## src/rtl/lcd_stream_sequencer.sv

```systemverilog
// rtl/lcd_stream_sequencer.sv - UART byte buffer and HD44780 write sequencer for a 2x16 LCD
//
// Ports:
//   clk, rst                 system clock, synchronous active-high reset
//   RxD_data_ready, RxD_data UART byte-valid level and byte (one byte per rising edge)
//   RDY, overflow            FIFO not full (registered), sticky dropped-byte flag
//   init_req, init_done      one-cycle init request to the bus writer and its completion pulse
//   wr_valid, wr_rs, wr_data write request to the bus writer (rs: 0 command, 1 data)
//   wr_done                  one-cycle completion pulse for the current write
//   cur_row, cur_col         tracked cursor position on the panel
module lcd_stream_sequencer #(
    parameter int FIFO_DEPTH = 4,
    parameter int COLS       = 16
) (
    input  logic       clk,
    input  logic       rst,
    input  logic       RxD_data_ready,
    input  logic [7:0] RxD_data,
    output logic       RDY,
    output logic       overflow,
    output logic       init_req,
    input  logic       init_done,
    output logic       wr_valid,
    output logic       wr_rs,
    output logic [7:0] wr_data,
    input  logic       wr_done,
    output logic       cur_row,
    output logic [3:0] cur_col
);

    localparam int PW = (FIFO_DEPTH > 1) ? $clog2(FIFO_DEPTH) : 1;
    localparam int CW = $clog2(FIFO_DEPTH + 1);
    localparam logic [CW-1:0] DEPTH_C  = CW'(FIFO_DEPTH);
    localparam logic [3:0]    LAST_COL = 4'(COLS - 1);

    typedef enum logic [2:0] {
        INIT_WAIT,
        IDLE,
        DECODE,
        ISSUE,
        WAIT_DONE
    } state_t;

    // Cursor effect applied once the outstanding write completes.
    typedef enum logic [1:0] {
        ACT_NONE,
        ACT_CHAR,
        ACT_HOME,
        ACT_NEWLINE
    } act_t;

    state_t        state;
    act_t          act;
    logic          init_entry;
    logic [7:0]    cur_byte;

    logic          prev;
    logic [7:0]    mem [FIFO_DEPTH];
    logic [PW-1:0] wr_ptr;
    logic [PW-1:0] rd_ptr;
    logic [CW-1:0] count;
    logic [CW-1:0] count_next;
    logic          byte_edge;
    logic          full;
    logic          push;
    logic          pop;
    logic          flush;

    // Set DDRAM address command: row 0 starts at 0x00, row 1 at 0x40.
    function automatic logic [7:0] ddram_cmd(input logic row, input logic [3:0] col);
        return {1'b1, row, 2'b00, col};
    endfunction

    // ------------------------------------------------------------------
    // Input byte FIFO
    // ------------------------------------------------------------------
    assign byte_edge = RxD_data_ready && !prev;
    assign full      = (count == DEPTH_C);
    // A full FIFO rejects the byte even if a pop happens in the same cycle.
    assign push      = byte_edge && !full;
    assign pop       = (state == IDLE) && (count != '0);
    assign flush     = (state == DECODE) && (cur_byte == 8'h0D);

    always_comb begin
        count_next = count;
        if (flush) begin
            // Flush wins over a same-cycle push: the re-init discards everything queued.
            count_next = '0;
        end else if (push && !pop) begin
            count_next = count + 1'b1;
        end else if (pop && !push) begin
            count_next = count - 1'b1;
        end
    end

    always_ff @(posedge clk) begin
        if (rst) begin
            // prev resets high so a level already asserted at release is not taken as a byte.
            prev     <= 1'b1;
            wr_ptr   <= '0;
            rd_ptr   <= '0;
            count    <= '0;
            RDY      <= 1'b0;
            overflow <= 1'b0;
        end else begin
            prev  <= RxD_data_ready;
            count <= count_next;
            RDY   <= (count_next != DEPTH_C);
            if (byte_edge && full) begin
                overflow <= 1'b1;
            end
            if (flush) begin
                wr_ptr <= '0;
                rd_ptr <= '0;
            end else begin
                if (push) begin
                    wr_ptr <= wr_ptr + 1'b1;
                end
                if (pop) begin
                    rd_ptr <= rd_ptr + 1'b1;
                end
            end
        end
    end

    // Storage needs no reset; occupancy is tracked by count.
    always_ff @(posedge clk) begin
        if (!rst && push) begin
            mem[wr_ptr] <= RxD_data;
        end
    end

    // ------------------------------------------------------------------
    // Sequencer FSM
    // ------------------------------------------------------------------
    always_ff @(posedge clk) begin
        if (rst) begin
            state      <= INIT_WAIT;
            act        <= ACT_NONE;
            init_entry <= 1'b1;
            init_req   <= 1'b0;
            cur_byte   <= 8'h00;
            wr_valid   <= 1'b0;
            wr_rs      <= 1'b0;
            wr_data    <= 8'h00;
            cur_row    <= 1'b0;
            cur_col    <= 4'd0;
        end else begin
            init_req <= 1'b0;
            case (state)
                INIT_WAIT: begin
                    // Coming out of reset the request goes out on the first active cycle.
                    if (init_entry) begin
                        init_req <= 1'b1;
                    end
                    init_entry <= 1'b0;
                    if (init_done) begin
                        cur_row <= 1'b0;
                        cur_col <= 4'd0;
                        state   <= IDLE;
                    end
                end

                IDLE: begin
                    if (pop) begin
                        cur_byte <= mem[rd_ptr];
                        state    <= DECODE;
                    end
                end

                DECODE: begin
                    state <= IDLE;
                    if (cur_byte >= 8'h20 && cur_byte <= 8'h7E) begin
                        wr_valid <= 1'b1;
                        wr_rs    <= 1'b1;
                        wr_data  <= cur_byte;
                        act      <= ACT_CHAR;
                        state    <= WAIT_DONE;
                    end else begin
                        case (cur_byte)
                            8'h0C: begin
                                wr_valid <= 1'b1;
                                wr_rs    <= 1'b0;
                                wr_data  <= 8'h01;
                                act      <= ACT_HOME;
                                state    <= WAIT_DONE;
                            end
                            8'h0A: begin
                                wr_valid <= 1'b1;
                                wr_rs    <= 1'b0;
                                wr_data  <= ddram_cmd(!cur_row, 4'd0);
                                act      <= ACT_NEWLINE;
                                state    <= WAIT_DONE;
                            end
                            8'h0D: begin
                                // FIFO flush happens in the datapath on this same cycle.
                                cur_row  <= 1'b0;
                                cur_col  <= 4'd0;
                                init_req <= 1'b1;
                                state    <= INIT_WAIT;
                            end
                            default: begin
                            end
                        endcase
                    end
                end

                ISSUE: begin
                    // Address command after a line wrap; cursor already points at the new line.
                    wr_valid <= 1'b1;
                    wr_rs    <= 1'b0;
                    wr_data  <= ddram_cmd(cur_row, cur_col);
                    act      <= ACT_NONE;
                    state    <= WAIT_DONE;
                end

                WAIT_DONE: begin
                    if (wr_done) begin
                        wr_valid <= 1'b0;
                        state    <= IDLE;
                        case (act)
                            ACT_CHAR: begin
                                if (cur_col == LAST_COL) begin
                                    cur_col <= 4'd0;
                                    cur_row <= !cur_row;
                                    state   <= ISSUE;
                                end else begin
                                    cur_col <= cur_col + 4'd1;
                                end
                            end
                            ACT_HOME: begin
                                cur_row <= 1'b0;
                                cur_col <= 4'd0;
                            end
                            ACT_NEWLINE: begin
                                cur_row <= !cur_row;
                                cur_col <= 4'd0;
                            end
                            default: begin
                            end
                        endcase
                    end
                end

                default: begin
                    state <= INIT_WAIT;
                end
            endcase
        end
    end

endmodule
```

## config.mk

```make
export PLATFORM = sky130hd
export DESIGN_NAME = lcd_stream_sequencer
export DESIGN_NICKNAME = d
export VERILOG_FILES = /design/src/rtl/lcd_stream_sequencer.sv
export SDC_FILE = /design/constraint.sdc
export NUM_CORES = 1
export LEC_CHECK = 0
export CELL_PAD_IN_SITES_DETAIL_PLACEMENT = 1
export CELL_PAD_IN_SITES_GLOBAL_PLACEMENT = 1
export CORE_ASPECT_RATIO = 1.25
export CORE_MARGIN = 3
export CORE_UTILIZATION = 41
export CTS_CLUSTER_SIZE = 8
export DETAILED_ROUTE_END_ITERATION = 12
export PLACE_DENSITY = 0.74
export SYNTH_ARGS = -nofsm -noshare
export SYNTH_HDL_FRONTEND = slang
export SYNTH_SLANG_ARGS = --single-unit
export TNS_END_PERCENT = 50
```

## constraint.sdc

```tcl
create_clock -name clk -period 2 [get_ports clk]
set_clock_uncertainty 0.15 [all_clocks]
set_input_delay 0.3 -clock clk [delete_from_list [all_inputs] [get_ports clk]]
set_output_delay 0.3 -clock clk [all_outputs]
set_load 0.01 [all_outputs]
```

# Yosys cells after proc, flatten, opt, wreduce, memory -nomap -nowiden
# Memories as Yosys holds them, arrays and structs flattened. A register that Yosys moved wholly into a read port is not among the register bits.
# Cells that the tools add are included.
[word_totals] regBits=32 mem_bits_rw=32 inputBits=13 output_inout_bits=18 elab_cells=120 n_memories=1
[mem_list] memory="mem" depth=4 word_bits=8 read_ports=1 rd_ports_with_merged_regs=1 wr=1 line_no="58" rtl="logic [7:0] mem [FIFO_DEPTH];"
[classes] n_addsub=5 n_lt_le_gt_ge=2 eq_ne=23 mux=44 n_reduce_logical=30
[op_table] operator="8-bit one-hot mux with 2 select lines" count=2
[op_table] operator="8-bit by 4-bit equality test with 1-bit output, second input constant" count=3
[op_table] operator="3-bit two-way mux" count=7
[op_table] operator="4-bit two-way mux" count=5
[op_table] operator="1-bit two-way mux" count=15
[op_table] operator="3-bit one-hot mux with 5 select lines" count=1
[op_table] operator="4-bit one-hot mux with 3 select lines" count=1
[op_table] operator="1-bit logical AND" count=9
[op_table] operator="3-bit != test, second input constant" count=3
[op_table] operator="1-bit one-hot mux with 3 select lines" count=3
[op_table] operator="3-bit nonzero test" count=3
[op_table] operator="8-bit by 6-bit >= comparator with 1-bit output, second input constant" count=1
[op_table] operator="8-bit by 7-bit less-or-equal comparator with 1-bit output, second input constant" count=1
[op_table] operator="8-bit two-way mux" count=1
[op_table] operator="2-bit != test, second input constant" count=4
[op_table] operator="2-bit one-hot mux with 2 select lines" count=2
[op_table] operator="4-bit one-hot mux with 2 select lines" count=1
[op_table] operator="7-bit AND reduction" count=1
[op_table] operator="3-bit by 2-bit equality test with 1-bit output, second input constant" count=2
[op_table] operator="3-bit equality test, second input constant" count=2
[op_table] operator="1-bit zero test" count=6
[op_table] operator="2-bit two-way mux" count=3
[op_table] operator="3-bit one-hot mux with 2 select lines" count=1
[op_table] operator="2-bit AND reduction" count=3
[op_table] operator="18 further kinds" count=24

# Logic depth before layout (Yosys ltp)
# Gate-level depths: netlist (run 1).
[depth] word_depth=9 mapped_depth=8 depth_no_buf=7

# Worst setup path before layout (run 1)
# No wires, ideal clock.
[synth_path] kind="reg2reg" startpoint="register cur_byte[7] (read register of mem)" endpoint="register wr_data[3]" setup_time_ns=0.128 arrival_ns=1.820 path_slack_ns=-0.098 stages_incl_launch_ff=7 cell_sequence="dfxtp_1 > or4b_4 > nor4_1 > o31ai_2 > buf_6 > a222oi_1 > nor2_1"
[synth_via] elab_chain_cells=4 word_cells_on_any_way=9 classes_between="2 x order compare; 3 x eq/ne; 2 x mux; 2 x reduce/logical"
[synth_lines] element="start, declared" line_no="55" rtl="logic [7:0] cur_byte;"
[synth_lines] element="8-bit by 6-bit >= comparator with 1-bit output or 8-bit by 7-bit less-or-equal comparator with 1-bit output (tied branches)" line_no="173" rtl="if (cur_byte >= 8'h20 && cur_byte <= 8'h7E) begin"
[synth_lines] element="1-bit logical AND" line_no="173"
[synth_lines] element="4-bit by 1-bit != test with 1-bit output (no line) or 8-bit two-way mux (tied branches)"
[synth_lines] element="2-bit AND reduction (no line) or 8-bit one-hot mux with 2 select lines (tied branches)"
[synth_lines] element="end signal, assigned" line_no="176" rtl="wr_data <= cur_byte;"
[synth_lines] element="end signal, assigned" line_no="191" rtl="wr_data <= ddram_cmd(!cur_row, 4'd0);"
[synth_lines] element="end signal, assigned" line_no="212" rtl="wr_data <= ddram_cmd(cur_row, cur_col);"
[synth_lines] element="end, declared" line_no="25" rtl="output logic [7:0] wr_data,"
# Several ways; a longest one is shown, not always the timed one.
# A chain may end at the register's enable or synchronous reset.

# Worst setup path after layout (run 1)
[layout_path] startpoint="register cur_byte[6] (read register of mem)" endpoint="register wr_data[2]"
# The elaborated chain is that of the path after synthesis.

==> key figures, run 1 <==
Timing
  – Setup WS post-layout: -118 ps
  – Worst-Margin Slew: ~530 ps
  – Peak Freq: 472 MHz
  – WHS: 313 ps
  – Setup TNS: -542 ps
  – Relative slew slack: between 60% and 70%
  – Fin crit share: 106%
  – Crit path time final: approximately 2100 ps
  – Final slew viol count: 0
  – Final setup vio count: 12
  – RSZ-0062 raised after global routing: yes
  – Final Hold Viols: 0

Placed design
  – IO buf count: 30
  – Area post-placement: roughly 3900 µm²
  – Post-DP HPWL: about 5300 µm
  – Placed Cells: between 400 and 500
  – GPL Wtd Cong: approximately 0.73
  – Place WS: -218 ps

Synth
  – Yosys Warn Count: 0
  – Post-synth EDFFs: 32
  – Post-synth top area share: a little under a third
  – Avg Cell Area, Syn: ~11 µm²
  – Post-synthesis cell type count: 54
  – Post-Synthesis Cells: around 280
  – Asr flop ratio synth: 0%
  – Post-synthesis register bit count: between 70 and 80
  – Mapped Area: around 3100 µm²
  – Sequential share of the synthesized area: between 50 and 60%
  – Yosys top cell by area: edfxtp_1
  – Area contributors post-synth: edfxtp_1, dfxtp_1, mux4_2
  – Mapped Nets: 297
  – Most used flip-flop cell after synthesis: dfxtp_1

Die
  – Die X: 84.4 µm
  – Chip height: about 100 µm
  – CORE AREA: ~7400 µm²
  – Die area: 8770 µm²
  – Rows: 35
  – Effective utilization at floorplan: between 40% and 50%
  – Io pins: 31

Finish
  – Layout cells sized above 1: between 20% and 30%
  – Non-Filler Instances: 440
  – Multi-input gate area: about 1400 µm²
  – Area grow syn2layout: 34.4%
  – Most common cell after layout, fill and taps aside: dfxtp_1
  – Fill count: approximately 760
  – Layout Nets: around 360
  – Final instance area: roughly 4200 µm²
  – Number of inserted diodes: 0
  – Register area: about 1800 µm²
  – Util after Layout: 57.1%
  – Most frequent cells in the layout: dfxtp_1, edfxtp_1, buf_4

Worst setup path
  – Crit path arrival time: 2210 ps
  – Crit-path cells: or4b_4 > nor4_4 > o31ai_4 > a222oi_1 > nor2_1
  – Slowest-stage cell, CP: or4b_4
  – CP Capture Type: flip-flop
  – CP max FO: 5
  – Req. time, crit path: 2090 ps
  – Biggest cell delay along the critical path: 570 ps
  – Worst R2R Setup Slack: -120 ps
  – Worst Setup Path Type: reg -> reg
  – Startpoint types: flip-flop

Clock tree
  – Maximum clock insertion buffer count: 2
  – Inserted Clock Buffers: 9
  – Clock transition at path regs: ~90 ps
  – CTS tree: yes
  – H-tree Lvls: 3
  – Clk sinks: 72
  – Clock root buffer: clkbuf_8
  – Clock Latency Late Sink: 360 ps
  – CTS Hold Bufs: 0

Power and ir drop
  – Power Total: 4.06 mW
  – Sw Share: a little under a third
  – Switch Pwr: 1.28 mW
  – Reg power frac: a little over two fifths
  – Pwr per Cell Area: between 900 and 1000 nW/µm²
  – Peak VDD IR: ~0.00075 V
  – Clock power frac: between 30% and 40%
  – Leakage: between 1.5 and 2 nW
  – Comb pwr share: a little over a quarter
  – Power Internal: about 2.8 mW

Min path
  – Min-Delay Path Class: reg -> reg

Route
  – DRT iter0 DRCs: 88
  – Residual DRC count: 0
  – DRT Pass-1 Iters: 4
  – Routed length per instance: roughly 17 µm
  – Drt via density: 5.47
  – Vias: between 2k and 2.5k
  – ANT nets after route: 0
  – Routed WL: 7690 µm

Global route
  – First-pass GRT wire length: around 12000 µm
  – Total Routing Usage GR: 18.0%
  – Number of global-route vias before repair: roughly 2.5k
  – Largest net degree at the start of global routing: 25
  – Number of antenna violations at the first check in global routing: 0
  – Total gr overflow: 0

Outcome
  – Outcome: finished, violations left
  – Failing checks: negative setup slack

Flow run
  – Max-Cap Viols: 0
[path summary, 6_finish.rpt]
path / startpoint / to / cells after the start
hold / removal: init_entry / init_entry / 2
setup / recovery: cur_byte[6] / wr_data[2] / 5
hold reg to reg: init_entry / init_entry / 2
setup reg to reg: cur_byte[6] / wr_data[2] / 5
[state kept, by name, indices dropped and copies added (netlist names), 2 cells and up]
register	flops
mem	32
cur_byte	8
wr_data	8
cur_col	4
count	3
state	3
act	2
rd_ptr	2
wr_ptr	2
[final cells by class]
type / count / share of cell area [%]
tap: 92 / 2.72
timing repair buffer: 70 / 16.2
clock inverter: 7 / 2.04
clock buffer: 9 / 2.93
inverter: 9 / 0.799
sequential: 72 / 41.8
multi-input combinational: 181 / 33.6
[cells in the mapped netlist, types with 4 or more instances]
| cell | count |
|---|---|
| nand2b_1 | 8 |
| inv_1 | 9 |
| nor4_1 | 4 |
| nand2_1 | 25 |
| ha_1 | 8 |
| nor2b_1 | 6 |
| o21ai_0 | 6 |
| nor3_1 | 4 |
| clkbuf_1 | 11 |
| edfxtp_1 | 32 |
| dfxtp_1 | 40 |
| a21oi_1 | 20 |
| mux4_2 | 8 |
| and2_1 | 8 |
| xnor2_1 | 5 |
| nor2_1 | 22 |
[layer usage]
metal	wire length (µm)	GRT usage (%)
met3	175	2.93
met4	208	8.82
met5	0	0
met2	4140	31.9
met1	3170	20.7
[cell families (layout without fill, tap and decap cells)]
group	after synthesis	after routing	synth area share, %
simple gates	98	98	16.8
mux	12	12	7.08
xor+xnor	7	7	1.95
buf+inv	24	95	3.14
fa+ha+maj	8	8	3.18
flops	72	72	56.0
compound gates	55	56	11.9
[critical path: cells and delay by family (launching register included)]
kind             cells  cell delay [ps]
flip-flops           1              330
AO/OA/AOI/OAI        2              520
AND/OR/NAND/NOR      3             1010
[timing repair]
item,CTS,global route
setup buffers,0,2
resized for setup,4,26
endpoints found under the setup margin,15,57
pin swaps,4,7
cloned,0,1
[power by group through the flow]
| stage | combinational (mW) | sequential, mW | clock (mW) |
|---|---|---|---|
| 3_3_place_gp | 0.944 | 1.75 | 0 |
| 5_1_grt | 1.21 | 1.74 | 1.32 |
| 6_report | 1.10 | 1.72 | 1.24 |
| 2_1_floorplan | 0.596 | 1.75 | 0 |
| 4_1_cts | 1.01 | 1.72 | 1.28 |
| 3_5_place_dp | 0.973 | 1.75 | 0 |
No activity file was read; power rests on OpenSTA's default activity.
==> run 2, diff against run 1 <==
--- a/config.mk
+++ b/config.mk
@@ -8,8 +8,9 @@
 export CELL_PAD_IN_SITES_DETAIL_PLACEMENT = 1
 export CELL_PAD_IN_SITES_GLOBAL_PLACEMENT = 1
 export CORE_ASPECT_RATIO = 1.25
-export CORE_MARGIN = 3
+export CORE_MARGIN = 1.5
 export CORE_UTILIZATION = 41
+export CTS_CLUSTER_DIAMETER = 30
 export CTS_CLUSTER_SIZE = 8
 export DETAILED_ROUTE_END_ITERATION = 12
 export PLACE_DENSITY = 0.74
==> run 2 against run 1 <==
Effect of this change: the flow still finishes with violations (negative setup slack); wire length shrank 0.22%; worst setup slack better by 10 ps; critical path depth unchanged; first-iteration DRC count is 3.4% higher; sequential cell count unchanged; count of clock-buffer cells in the layout unchanged; sequential power about the same; maximum frequency increased by 0.47%; core utilization shrank 0.22 points; combinational power hardly changed; register-to-register slack about the same; largest cell class unchanged; largest power group unchanged; highest routed layer unchanged.
==> key figures, run 2 (synthesized netlist as in run 1, its figures left out) <==
Worst setup path
  – Worst Setup Path Type: reg -> reg
  – Startpoint types: flip-flop
  – Critical R2R Capture: cur_col[3]
  – Slowest-stage cell, CP: or4b_4
  – Kind of cell adding the most delay to the critical path: simple AND/OR/NAND/NOR gates
  – Buf/Inv on CP: 0
  – Crit path arrival time: 2250 ps
  – Reg2reg path depth: 5
  – CP Capture Type: flip-flop
  – R2r startpoint: cur_byte[7]
  – Crit-path cells: or4b_4 > and4bb_1 > o21bai_2 > or4_4 > a21oi_2
  – Biggest cell delay along the critical path: 570 ps
  – Worst R2R Setup Slack: -110 ps
  – Req. time, crit path: ~2100 ps
  – CP max FO: 4

Timing
  – Setup TNS: -263 ps
  – Worst-Margin Slew: 447 ps
  – Final setup vio count: 7
  – Fin crit share: 105%
  – RSZ-0062 raised after global routing: yes
  – Setup WS post-layout: -108 ps
  – Final slew viol count: 0
  – Relative slew slack: 69.8%
  – Peak Freq: between 400 and 500 MHz
  – Final Hold Viols: 0
  – Crit path time final: roughly 2100 ps

Route
  – DRT iter0 DRCs: between 90 and 100
  – Drt via density: ~5.4
  – Routed WL: 7670 µm
  – Routed length per instance: ~17 µm
  – Vias: 2386
  – ANT nets after route: 0
  – Residual DRC count: 0
  – DRT Pass-1 Iters: 4

Global route
  – Number of global-route vias before repair: 2472
  – Total gr overflow: 0
  – Total Routing Usage GR: between 20% and 30%
  – Number of antenna violations at the first check in global routing: 0
  – Largest net degree at the start of global routing: 37
  – First-pass GRT wire length: 12300 µm

Die
  – Die X: just over 80 µm
  – Die area: ~8200 µm²
  – Rows: 35
  – Effective utilization at floorplan: 42.5%
  – CORE AREA: ~7400 µm²
  – Io pins: 31
  – Chip height: ~100 µm

Min path
  – Min-Delay Path Class: reg -> reg
  – WHS Endpoint: wr_data[5]
  – Hold_sp: wr_data[5]
  – Worst hold path depth: 2

Clock tree
  – H-tree Lvls: 3
  – Maximum clock insertion buffer count: 2
  – CTS tree: yes
  – Inserted Clock Buffers: 9
  – Clock transition at path regs: roughly 90 ps
  – Clock root buffer: clkbuf_8
  – Clk sinks: 72
  – Clock Latency Late Sink: roughly 350 ps

Flow run
  – Max-Cap Viols: 0

Outcome
  – Outcome: finished, violations left
  – Failing checks: negative setup slack

Finish
  – Number of inserted diodes: 0
  – Reg with most FFs: mem
  – Util after Layout: between 50% and 60%
  – Max reg flops: 32
  – Most frequent cells in the layout: buf_4, dfxtp_1, edfxtp_1
  – Top Registers: mem (32), cur_byte (8), wr_data (8)
  – Most common cell after layout, fill and taps aside: buf_4
  – Layout Nets: approximately 370
  – Layout cells sized above 1: 29.4%
  – Area grow syn2layout: 33.8%

Placed design
  – GPL Wtd Cong: about 0.8
  – Post-DP HPWL: ~5500 µm
  – IO buf count: 30

Power and ir drop
  – Pwr per Cell Area: 941 nW/µm²
  – Peak VDD IR: about 0.00048 V
  – Leakage: roughly 1.5 nW
## run 2: changes by cell type in the layout (fill, tap and decap cells not counted), moves of 2 or more
| cell | before | now |
|---|---|---|
| o31ai_2 | 2 | 0 |
| dfxtp_1 | 36 | 34 |
| nor3_1 | 2 | 4 |
| buf_4 | 32 | 37 |
| nor3_2 | 2 | 0 |
## run 2: worst max path at each step
stage          slack, ps      startpoint  cells past startpoint         end
6_report            -110     cur_byte[7]                      5  cur_col[3]
2_1_floorplan        -20     cur_byte[5]                      5     cur_row
5_1_grt             -170     cur_byte[7]                      5  cur_col[3]
4_1_cts              -70     cur_byte[7]                      5  cur_col[3]
3_3_place_gp        -150  RxD_data_ready                      6   mem[3][1]
3_5_place_dp        -270  RxD_data_ready                      6   mem[0][7]
## run 2: metal layers
| layer | part of all wire, % | GRT usage, % |
|---|---|---|
| met5 | 0 | 0 |
| met4 | 1.8 | 9.55 |
| met3 | 2.5 | 3.71 |
| met2 | 54 | 34.7 |
| met1 | 41 | 23.7 |
## run 2: layout make-up
type | instances | area [µm²]
fillers | 767 | 3190
flip-flops and latches | 72 | 1770
multi-input cells | 180 | 1410
repair buffers | 73 | 689
clock buffers | 9 | 124
well taps | 92 | 115
clock inverters | 7 | 63.8
inverters | 9 | 33.8
## run 2: worst min-delay path, cell delays in order, from the launching register on
cell and delay [ps]:
dfxtp_1 320, nand2_1 50, a21oi_1 50
## run 2: where the power goes
| group | switching, mW | leakage (nW) | internal, mW |
|---|---|---|---|
| registers | 0.0850 | 0.616 | 1.65 |
| clock network | 0.628 | 0.0903 | 0.478 |
| logic | 0.578 | 0.779 | 0.546 |
| total | 1.29 | 1.49 | 2.67 |
## run 2: repair_timing
action | in CTS | in global routing
pin swaps | 5 | 6
hold buffers | 0 | 0
endpoints found under the hold margin | 0 | 0
resized for setup | 13 | 21
endpoints found under the setup margin | 32 | 56
setup buffers | 1 | 2
cloned | 0 | 0
## run 2: stage by stage
stage	power (mW)	worst slack, ps	area, µm²	cells	hold WS [ps]
2_1_floorplan	2.35	-22.9	3150	276	249
3_3_place_gp	2.69	-155	3870	423	297
3_5_place_dp	2.74	-267	3870	423	300
4_1_cts	3.90	-71.9	4120	440	314
5_1_grt	4.18	-173	4210	442	347
6_report	3.96	-108	4210	442	311
